$ cat src/rtl/uart_cmd_responder_pkg.sv
// rtl/uart_cmd_responder_pkg.sv - command codes, operand addresses and FSM states
package uart_cmd_responder_pkg;

    localparam logic [7:0] CMD_RF_WR   = 8'hAA;
    localparam logic [7:0] CMD_RF_RD   = 8'hBB;
    localparam logic [7:0] CMD_ALU_OP  = 8'hCC;
    localparam logic [7:0] CMD_ALU_NOP = 8'hDD;

    localparam int unsigned OPA_ADDR = 0;
    localparam int unsigned OPB_ADDR = 1;

    typedef enum logic [3:0] {
        ST_IDLE,
        ST_WR_ADDR,
        ST_WR_DATA,
        ST_RD_ADDR,
        ST_RD_WAIT,
        ST_TX_RD,
        ST_OPA,
        ST_OPB,
        ST_FUN,
        ST_ALU_WAIT,
        ST_TX_LO,
        ST_TX_HI
    } state_t;

endpackage

$ cat src/rtl/uart_cmd_responder_if.sv
// rtl/uart_cmd_responder_if.sv - RX, register-file, ALU and TX signals of the responder
interface uart_cmd_responder_if #(
    parameter int DATA_WIDTH    = 8,
    parameter int ADDR_WIDTH    = 4,
    parameter int FUN_WIDTH     = 4,
    parameter int ALU_OUT_WIDTH = 16
);
    logic [DATA_WIDTH-1:0]    RX_P_DATA;
    logic                     RX_D_VLD;
    logic                     RF_WR_EN;
    logic                     RF_RD_EN;
    logic [ADDR_WIDTH-1:0]    RF_ADDR;
    logic [DATA_WIDTH-1:0]    RF_WR_DATA;
    logic [DATA_WIDTH-1:0]    RF_RD_DATA;
    logic                     RF_RD_DATA_VLD;
    logic                     ALU_EN;
    logic [FUN_WIDTH-1:0]     ALU_FUN;
    logic [ALU_OUT_WIDTH-1:0] ALU_OUT;
    logic                     ALU_OUT_VLD;
    logic                     CLK_GATE_EN;
    logic [DATA_WIDTH-1:0]    TX_P_DATA;
    logic                     TX_D_VLD;
    logic                     TX_READY;
    logic                     CMD_ERR;

    modport master (
        input  RX_P_DATA, RX_D_VLD, RF_RD_DATA, RF_RD_DATA_VLD, ALU_OUT, ALU_OUT_VLD, TX_READY,
        output RF_WR_EN, RF_RD_EN, RF_ADDR, RF_WR_DATA, ALU_EN, ALU_FUN, CLK_GATE_EN,
               TX_P_DATA, TX_D_VLD, CMD_ERR
    );

    modport slave (
        output RX_P_DATA, RX_D_VLD, RF_RD_DATA, RF_RD_DATA_VLD, ALU_OUT, ALU_OUT_VLD, TX_READY,
        input  RF_WR_EN, RF_RD_EN, RF_ADDR, RF_WR_DATA, ALU_EN, ALU_FUN, CLK_GATE_EN,
               TX_P_DATA, TX_D_VLD, CMD_ERR
    );

endinterface

$ cat src/rtl/uart_tx_byte_sender.sv
// rtl/uart_tx_byte_sender.sv - TX holding register with valid/ready handshake and sent pulse
module uart_tx_byte_sender #(
    parameter int DATA_WIDTH = 8
) (
    input  logic                  clk,
    input  logic                  rst,
    input  logic                  load,
    input  logic [DATA_WIDTH-1:0] load_data,
    output logic [DATA_WIDTH-1:0] tdata,
    output logic                  tvalid,
    input  logic                  tready,
    output logic                  sent
);

    assign sent = tvalid && tready;

    // A load in the same cycle as a completed transfer chains the next byte without a bubble.
    always_ff @(posedge clk or posedge rst) begin
        if (rst) begin
            tdata  <= '0;
            tvalid <= 1'b0;
        end else if (load) begin
            tdata  <= load_data;
            tvalid <= 1'b1;
        end else if (sent) begin
            tvalid <= 1'b0;
        end
    end

endmodule

$ cat src/rtl/uart_cmd_responder.sv
// rtl/uart_cmd_responder.sv - UART command parser driving register file, ALU and TX bytes
module uart_cmd_responder
    import uart_cmd_responder_pkg::*;
#(
    parameter int DATA_WIDTH    = 8,
    parameter int ADDR_WIDTH    = 4,
    parameter int FUN_WIDTH     = 4,
    parameter int ALU_OUT_WIDTH = 16
) (
    input logic                  CLK,
    input logic                  RST,
    uart_cmd_responder_if.master bus
);

    state_t                state, state_nxt;
    logic                  wr_en_q, wr_en_d;
    logic                  rd_en_q, rd_en_d;
    logic                  alu_en_q, alu_en_d;
    logic                  gate_q, gate_d;
    logic                  err_q, err_d;
    logic [ADDR_WIDTH-1:0] addr_q, addr_d;
    logic [DATA_WIDTH-1:0] wr_data_q, wr_data_d;
    logic [FUN_WIDTH-1:0]  fun_q, fun_d;
    logic [DATA_WIDTH-1:0] hi_q, hi_d;
    logic                  tx_load;
    logic [DATA_WIDTH-1:0] tx_load_data;
    logic                  tx_sent;
    logic [DATA_WIDTH-1:0] tx_data;
    logic                  tx_valid;

    uart_tx_byte_sender #(.DATA_WIDTH(DATA_WIDTH)) u_tx (
        .clk       (CLK),
        .rst       (RST),
        .load      (tx_load),
        .load_data (tx_load_data),
        .tdata     (tx_data),
        .tvalid    (tx_valid),
        .tready    (bus.TX_READY),
        .sent      (tx_sent)
    );

    always_ff @(posedge CLK or posedge RST) begin
        if (RST) begin
            state     <= ST_IDLE;
            wr_en_q   <= 1'b0;
            rd_en_q   <= 1'b0;
            alu_en_q  <= 1'b0;
            gate_q    <= 1'b0;
            err_q     <= 1'b0;
            addr_q    <= '0;
            wr_data_q <= '0;
            fun_q     <= '0;
            hi_q      <= '0;
        end else begin
            state     <= state_nxt;
            wr_en_q   <= wr_en_d;
            rd_en_q   <= rd_en_d;
            alu_en_q  <= alu_en_d;
            gate_q    <= gate_d;
            err_q     <= err_d;
            addr_q    <= addr_d;
            wr_data_q <= wr_data_d;
            fun_q     <= fun_d;
            hi_q      <= hi_d;
        end
    end

    always_comb begin
        state_nxt    = state;
        wr_en_d      = 1'b0;
        rd_en_d      = 1'b0;
        alu_en_d     = 1'b0;
        err_d        = 1'b0;
        addr_d       = addr_q;
        wr_data_d    = wr_data_q;
        fun_d        = fun_q;
        hi_d         = hi_q;
        tx_load      = 1'b0;
        tx_load_data = '0;
        case (state)
            ST_IDLE: begin
                if (bus.RX_D_VLD) begin
                    case (bus.RX_P_DATA)
                        DATA_WIDTH'(CMD_RF_WR):   state_nxt = ST_WR_ADDR;
                        DATA_WIDTH'(CMD_RF_RD):   state_nxt = ST_RD_ADDR;
                        DATA_WIDTH'(CMD_ALU_OP):  state_nxt = ST_OPA;
                        DATA_WIDTH'(CMD_ALU_NOP): state_nxt = ST_FUN;
                        default:                  err_d     = 1'b1;
                    endcase
                end
            end
            ST_WR_ADDR: begin
                if (bus.RX_D_VLD) begin
                    addr_d    = bus.RX_P_DATA[ADDR_WIDTH-1:0];
                    state_nxt = ST_WR_DATA;
                end
            end
            ST_WR_DATA: begin
                if (bus.RX_D_VLD) begin
                    wr_data_d = bus.RX_P_DATA;
                    wr_en_d   = 1'b1;
                    state_nxt = ST_IDLE;
                end
            end
            ST_RD_ADDR: begin
                if (bus.RX_D_VLD) begin
                    addr_d    = bus.RX_P_DATA[ADDR_WIDTH-1:0];
                    rd_en_d   = 1'b1;
                    state_nxt = ST_RD_WAIT;
                end
            end
            ST_RD_WAIT: begin
                err_d = bus.RX_D_VLD;
                if (bus.RF_RD_DATA_VLD) begin
                    tx_load      = 1'b1;
                    tx_load_data = bus.RF_RD_DATA;
                    state_nxt    = ST_TX_RD;
                end
            end
            ST_TX_RD: begin
                err_d = bus.RX_D_VLD;
                if (tx_sent) state_nxt = ST_IDLE;
            end
            ST_OPA: begin
                if (bus.RX_D_VLD) begin
                    addr_d    = ADDR_WIDTH'(OPA_ADDR);
                    wr_data_d = bus.RX_P_DATA;
                    wr_en_d   = 1'b1;
                    state_nxt = ST_OPB;
                end
            end
            ST_OPB: begin
                if (bus.RX_D_VLD) begin
                    addr_d    = ADDR_WIDTH'(OPB_ADDR);
                    wr_data_d = bus.RX_P_DATA;
                    wr_en_d   = 1'b1;
                    state_nxt = ST_FUN;
                end
            end
            ST_FUN: begin
                if (bus.RX_D_VLD) begin
                    fun_d     = bus.RX_P_DATA[FUN_WIDTH-1:0];
                    alu_en_d  = 1'b1;
                    state_nxt = ST_ALU_WAIT;
                end
            end
            ST_ALU_WAIT: begin
                err_d = bus.RX_D_VLD;
                // Low byte goes straight to the sender; high byte waits its turn in hi_q.
                if (bus.ALU_OUT_VLD) begin
                    hi_d         = bus.ALU_OUT[ALU_OUT_WIDTH-1 -: DATA_WIDTH];
                    tx_load      = 1'b1;
                    tx_load_data = bus.ALU_OUT[DATA_WIDTH-1:0];
                    state_nxt    = ST_TX_LO;
                end
            end
            ST_TX_LO: begin
                err_d = bus.RX_D_VLD;
                if (tx_sent) begin
                    tx_load      = 1'b1;
                    tx_load_data = hi_q;
                    state_nxt    = ST_TX_HI;
                end
            end
            ST_TX_HI: begin
                err_d = bus.RX_D_VLD;
                if (tx_sent) state_nxt = ST_IDLE;
            end
            default: state_nxt = ST_IDLE;
        endcase
        gate_d = (state_nxt == ST_FUN) || (state_nxt == ST_ALU_WAIT);
    end

    assign bus.RF_WR_EN    = wr_en_q;
    assign bus.RF_RD_EN    = rd_en_q;
    assign bus.RF_ADDR     = addr_q;
    assign bus.RF_WR_DATA  = wr_data_q;
    assign bus.ALU_EN      = alu_en_q;
    assign bus.ALU_FUN     = fun_q;
    assign bus.CLK_GATE_EN = gate_q;
    assign bus.CMD_ERR     = err_q;
    assign bus.TX_P_DATA   = tx_data;
    assign bus.TX_D_VLD    = tx_valid;

endmodule

$ cat src/flat_wrapper.sv
// flat-port wrapper written by rule: the top's interface ports become plain ports
module uart_cmd_responder_flat import uart_cmd_responder_pkg::*;
#(
    parameter int DATA_WIDTH    = 8,
    parameter int ADDR_WIDTH    = 4,
    parameter int FUN_WIDTH     = 4,
    parameter int ALU_OUT_WIDTH = 16
)
  (CLK, RST, bus_RX_P_DATA, bus_RX_D_VLD, bus_RF_RD_DATA, bus_RF_RD_DATA_VLD, bus_ALU_OUT, bus_ALU_OUT_VLD, bus_TX_READY, bus_RF_WR_EN, bus_RF_RD_EN, bus_RF_ADDR, bus_RF_WR_DATA, bus_ALU_EN, bus_ALU_FUN, bus_CLK_GATE_EN, bus_TX_P_DATA, bus_TX_D_VLD, bus_CMD_ERR);
  uart_cmd_responder_if #(.DATA_WIDTH(DATA_WIDTH), .ADDR_WIDTH(ADDR_WIDTH), .FUN_WIDTH(FUN_WIDTH), .ALU_OUT_WIDTH(ALU_OUT_WIDTH)) bus_i ();
  input logic CLK;
  input logic RST;
  input wire logic [$bits(bus_i.RX_P_DATA)-1:0] bus_RX_P_DATA;
  input wire logic [$bits(bus_i.RX_D_VLD)-1:0] bus_RX_D_VLD;
  input wire logic [$bits(bus_i.RF_RD_DATA)-1:0] bus_RF_RD_DATA;
  input wire logic [$bits(bus_i.RF_RD_DATA_VLD)-1:0] bus_RF_RD_DATA_VLD;
  input wire logic [$bits(bus_i.ALU_OUT)-1:0] bus_ALU_OUT;
  input wire logic [$bits(bus_i.ALU_OUT_VLD)-1:0] bus_ALU_OUT_VLD;
  input wire logic [$bits(bus_i.TX_READY)-1:0] bus_TX_READY;
  output wire logic [$bits(bus_i.RF_WR_EN)-1:0] bus_RF_WR_EN;
  output wire logic [$bits(bus_i.RF_RD_EN)-1:0] bus_RF_RD_EN;
  output wire logic [$bits(bus_i.RF_ADDR)-1:0] bus_RF_ADDR;
  output wire logic [$bits(bus_i.RF_WR_DATA)-1:0] bus_RF_WR_DATA;
  output wire logic [$bits(bus_i.ALU_EN)-1:0] bus_ALU_EN;
  output wire logic [$bits(bus_i.ALU_FUN)-1:0] bus_ALU_FUN;
  output wire logic [$bits(bus_i.CLK_GATE_EN)-1:0] bus_CLK_GATE_EN;
  output wire logic [$bits(bus_i.TX_P_DATA)-1:0] bus_TX_P_DATA;
  output wire logic [$bits(bus_i.TX_D_VLD)-1:0] bus_TX_D_VLD;
  output wire logic [$bits(bus_i.CMD_ERR)-1:0] bus_CMD_ERR;
  assign bus_i.RX_P_DATA = bus_RX_P_DATA;
  assign bus_i.RX_D_VLD = bus_RX_D_VLD;
  assign bus_i.RF_RD_DATA = bus_RF_RD_DATA;
  assign bus_i.RF_RD_DATA_VLD = bus_RF_RD_DATA_VLD;
  assign bus_i.ALU_OUT = bus_ALU_OUT;
  assign bus_i.ALU_OUT_VLD = bus_ALU_OUT_VLD;
  assign bus_i.TX_READY = bus_TX_READY;
  assign bus_RF_WR_EN = bus_i.RF_WR_EN;
  assign bus_RF_RD_EN = bus_i.RF_RD_EN;
  assign bus_RF_ADDR = bus_i.RF_ADDR;
  assign bus_RF_WR_DATA = bus_i.RF_WR_DATA;
  assign bus_ALU_EN = bus_i.ALU_EN;
  assign bus_ALU_FUN = bus_i.ALU_FUN;
  assign bus_CLK_GATE_EN = bus_i.CLK_GATE_EN;
  assign bus_TX_P_DATA = bus_i.TX_P_DATA;
  assign bus_TX_D_VLD = bus_i.TX_D_VLD;
  assign bus_CMD_ERR = bus_i.CMD_ERR;
  uart_cmd_responder #(.DATA_WIDTH(DATA_WIDTH), .ADDR_WIDTH(ADDR_WIDTH), .FUN_WIDTH(FUN_WIDTH), .ALU_OUT_WIDTH(ALU_OUT_WIDTH)) u_core (.CLK(CLK), .RST(RST), .bus(bus_i));
endmodule
$ cat config.mk
export PLATFORM = sky130hd
export DESIGN_NAME = uart_cmd_responder_flat
export DESIGN_NICKNAME = d
export VERILOG_FILES = /design/src/rtl/uart_cmd_responder_pkg.sv /design/src/rtl/uart_cmd_responder_if.sv /design/src/rtl/uart_tx_byte_sender.sv /design/src/rtl/uart_cmd_responder.sv /design/src/flat_wrapper.sv
export SDC_FILE = /design/constraint.sdc
export NUM_CORES = 1
export LEC_CHECK = 0
export ABC_CLOCK_PERIOD_IN_PS = 1600
export CORE_MARGIN = 4
export CORE_UTILIZATION = 41
export CTS_BUF_LIST = sky130_fd_sc_hd__clkbuf_16
export DETAILED_ROUTE_END_ITERATION = 7
export GPL_TIMING_DRIVEN = 0
export PLACE_DENSITY = 0.87
export SYNTH_ARGS = -nofsm -noshare
export SYNTH_HDL_FRONTEND = slang
export SYNTH_SLANG_ARGS = --single-unit
$ cat constraint.sdc
create_clock -name CLK -period 1.6 [get_ports CLK]
set_input_delay 0.4 -clock CLK [delete_from_list [all_inputs] [get_ports CLK]]
set_output_delay 0.4 -clock CLK [all_outputs]
set_load 0.1 [all_outputs]
==> results.sh, run 1 <==
export IMPL_placed_area_mm2=0.00284
export IMPL_yosys_top_cells_area="dfrtp_1 51%, mux2_2 11%, a222oi_1 3.9%, a21oi_1 2.7%, nand2_1 2.5%"
export IMPL_grt_util_met2=0.354
export IMPL_final_cells=344
export IMPL_yosysMostFrequentCell="dfrtp_1"
export IMPL_netlist_instances=188
export IMPL_setup_viol=13
export IMPL_drv_slew=0
export IMPL_h_tree_depth=2
export IMPL_cts_clk_slew_worst_paths_ps=60
export IMPL_ys_ff_latch=42
export IMPL_synth_warnings=0
export IMPL_whs_ps=451
export IMPL_final_period_minus_worst_setup_slack_ps=1680
export IMPL_die_w_um=79.1
export IMPL_die_area_mm2=0.00626
export IMPL_clk_latency_ps=280
export IMPL_violations="negative setup slack"
export IMPL_ys_types=45
export IMPL_fp_row_count=25
export IMPL_critPathCaptureType="flip-flop"
export IMPL_port_buffer_count=67
export IMPL_synth_area_leader_cell="dfrtp_1"
export IMPL_grt_pass1_vias=2004
export IMPL_num_io_pins=68
export IMPL_fill_cells=368
export IMPL_grt_use_met1=0.266
export IMPL_hp_class="in2reg"
export IMPL_num_antenna_cells=0
export IMPL_cp_start_kind="flip-flop"
export IMPL_crit_type="reg2reg"
export IMPL_fin_area_mm2=0.00319
export IMPL_fin_crit_sh=1.05
export IMPL_ff2ff_setup_slack_ps=-80
export IMPL_dr_first_iter_drc_count=224
export IMPL_chipHeight_um=79.1
export IMPL_avgViaCountPerCell=5.77
export IMPL_drc=0
export IMPL_drv_cap=0
export IMPL_grt_overflow=0
export IMPL_synth_area_mm2=0.00207
export IMPL_vias=1985
export IMPL_synth_commonest_cells="42 x dfrtp_1, 20 x mux2_2, 14 x nand2_1"
export IMPL_start_util=0.430
export IMPL_relSlewSlack=0.417
export IMPL_r2r_cells=5
export IMPL_busiest_layer="met2"
export IMPL_synth_avg_cell_area_um2=11.0
export IMPL_cts_buffer_depth=2
export IMPL_ys_seq_area_frac=0.507
export IMPL_numCtsBuffers=5
export IMPL_grt_max_degree=43
export IMPL_final_nets=314
export IMPL_cts_root_buf="clkbuf_16"
export IMPL_reg2reg_to="u_core.state[1]"
export IMPL_cp_required_ps=1820
export IMPL_drt_pass1_iter_count=5
export IMPL_setup_slack_ps=-82.0
export IMPL_met3_usage=0.0476
export IMPL_hold_violations=0
export IMPL_cts_tree="done"
export IMPL_wl_mm=6.66
export IMPL_drtAntennaViolNets=0
export IMPL_drive_above_1_share=0.430
export IMPL_final_util=0.662
export IMPL_min_delay_start="bus_RX_P_DATA[2]"
export IMPL_synthFlopType="dfrtp_1"
export IMPL_grt_usage=0.208
export IMPL_worst_pin_slew_ps=873
export IMPL_synth_nets=226
export IMPL_fp_coreArea_mm2=0.00482
export IMPL_fmax_ghz=0.595
export IMPL_dp_cells=322
export IMPL_antenna_found_initial=0
export IMPL_grt_setup_unrepaired="true"
export IMPL_synth_enable_flop_cells=0
export IMPL_synth_top_area_share=0.507
export IMPL_grt_first_pass_wirelength_mm=10.1
export IMPL_cts_sinks=42
export IMPL_worstHoldPathCells=2
export IMPL_arrival_ps=1900
export IMPL_hpwlAfterDp_mm=3.97
export IMPL_wl_per_cell_um=19.4
export IMPL_async_reset_ff_frac=1.00
export IMPL_min_to="u_core.bus.ALU_FUN[2]"
export IMPL_place_congestion=0.944
export IMPL_outcome="finished, violations left"
export IMPL_rr_startpoint="u_core.state[3]"
export IMPL_cp_max_fo=3
export IMPL_clock_skew_ps=2.77
export IMPL_syn_to_final_growth_pct=53.8
## cells in the final DEF (no fill, tap or decap), drive strengths merged, types with 6 or more instances in the layout
cell / n
buf: 42
nand2: 14
clkbuf: 10
dlygate4sd2: 6
dfrtp: 42
mux2: 20
clkdlybuf4s18: 6
o21ai: 11
clkdlybuf4s50: 30
a222oi: 8
a21oi: 11
inv: 10
## sequential cells by signal, summed over array words and instances (netlist names)
name,cells
u_core.bus.CMD_ERR,1
u_core.bus.RF_WR_DATA,8
u_core.bus.RF_ADDR,4
u_core.bus.ALU_FUN,4
u_core.bus.CLK_GATE_EN,1
u_core.bus.RF_WR_EN,1
u_core.bus.RF_RD_EN,1
u_core.hi_q,8
u_core.state,4
u_core.u_tx.tvalid,1
u_core.bus.ALU_EN,1
u_core.u_tx.tdata,8
## critical path, cell delays in order (launching register included)
cell     delay (ps)
dfrtp_1         410
buf_6           130
or4b_4          550
nor3_4          210
o21a_1          200
a211o_1         120
## kinds of logic (layout without fill, tap and decap cells)
group           Yosys count  in the layout  share of synthesized area
mux                      22             22                      0.118
flops                    42             42                      0.507
simple gates             54             55                      0.160
buf+inv                  23            111                     0.0574
xor+xnor                  1              1                    0.00423
compound gates           46             46                      0.153
## how the worst max path moves through the flow
stage                             startpoint                        to  slack [ps]  cells past startpoint
after CTS                    u_core.state[0]        u_core.u_tx.tvalid         -40                      6
after global placement                   RST        u_core.u_tx.tvalid        -840                      2
after floorplan           u_core.u_tx.tvalid        u_core.u_tx.tvalid        -230                      6
after global routing         u_core.state[0]      u_core.u_tx.tdata[4]        -150                      6
final                        u_core.state[3]           u_core.state[1]         -80                      5
after detailed placement        bus_RX_D_VLD  u_core.bus.RF_WR_DATA[5]        -610                      5
## routing by layer
layer  share of wire  routed length [um]
met4           0.022                 144
met2            0.52                3460
met1            0.38                2540
met5               0                   0
met3           0.078                 516
## layout make-up
| type | instances | area [um2] | share of cell area |
|---|---|---|---|
| multi-input cells | 124 | 1060 | 0.332 |
| flip-flops and latches | 42 | 1050 | 0.331 |
| repair buffers | 81 | 677 | 0.212 |
| clock buffers | 5 | 125 | 0.0393 |
| plain buffers | 12 | 111 | 0.0349 |
| well taps | 67 | 83.8 | 0.0263 |
| clock inverters | 3 | 40.0 | 0.0126 |
| inverters | 10 | 37.5 | 0.0118 |
## stage by stage
stage | setup WS, ps | TNS, ps
4_1_cts | -44.5 | -160
2_1_floorplan | -232 | -1490
6_report | -82.0 | -524
5_1_grt | -145 | -1430
3_5_place_dp | -608 | -24400
3_3_place_gp | -843 | -49830
## timing repair
item / CTS / global route
hold buffers: 0 / 0
endpoints found under the setup margin: 62 / 48
gates cloned: 3 / 0
gates resized for setup: 147 / 50
pin swaps: 17 / 4
setup buffers: 11 / 1
Power of run 1 is left out: the tool's default activity adds up to more than one toggle a clock period on the data nets, which glitch-free logic cannot reach.
==> run 2, diff against run 1 <==
CAP_MARGIN = 20   (was default)
==> results of run 2 <==
No change in the layout: final DEF, timing and power equal those of run 1.
Power of run 2 is left out for the same reason.
==> run 3, diff against run 2 <==
TNS_END_PERCENT = 100   (was default)
==> results of run 3 <==
No change in the layout: final DEF, timing and power equal those of run 1.
Power of run 3 is left out for the same reason.
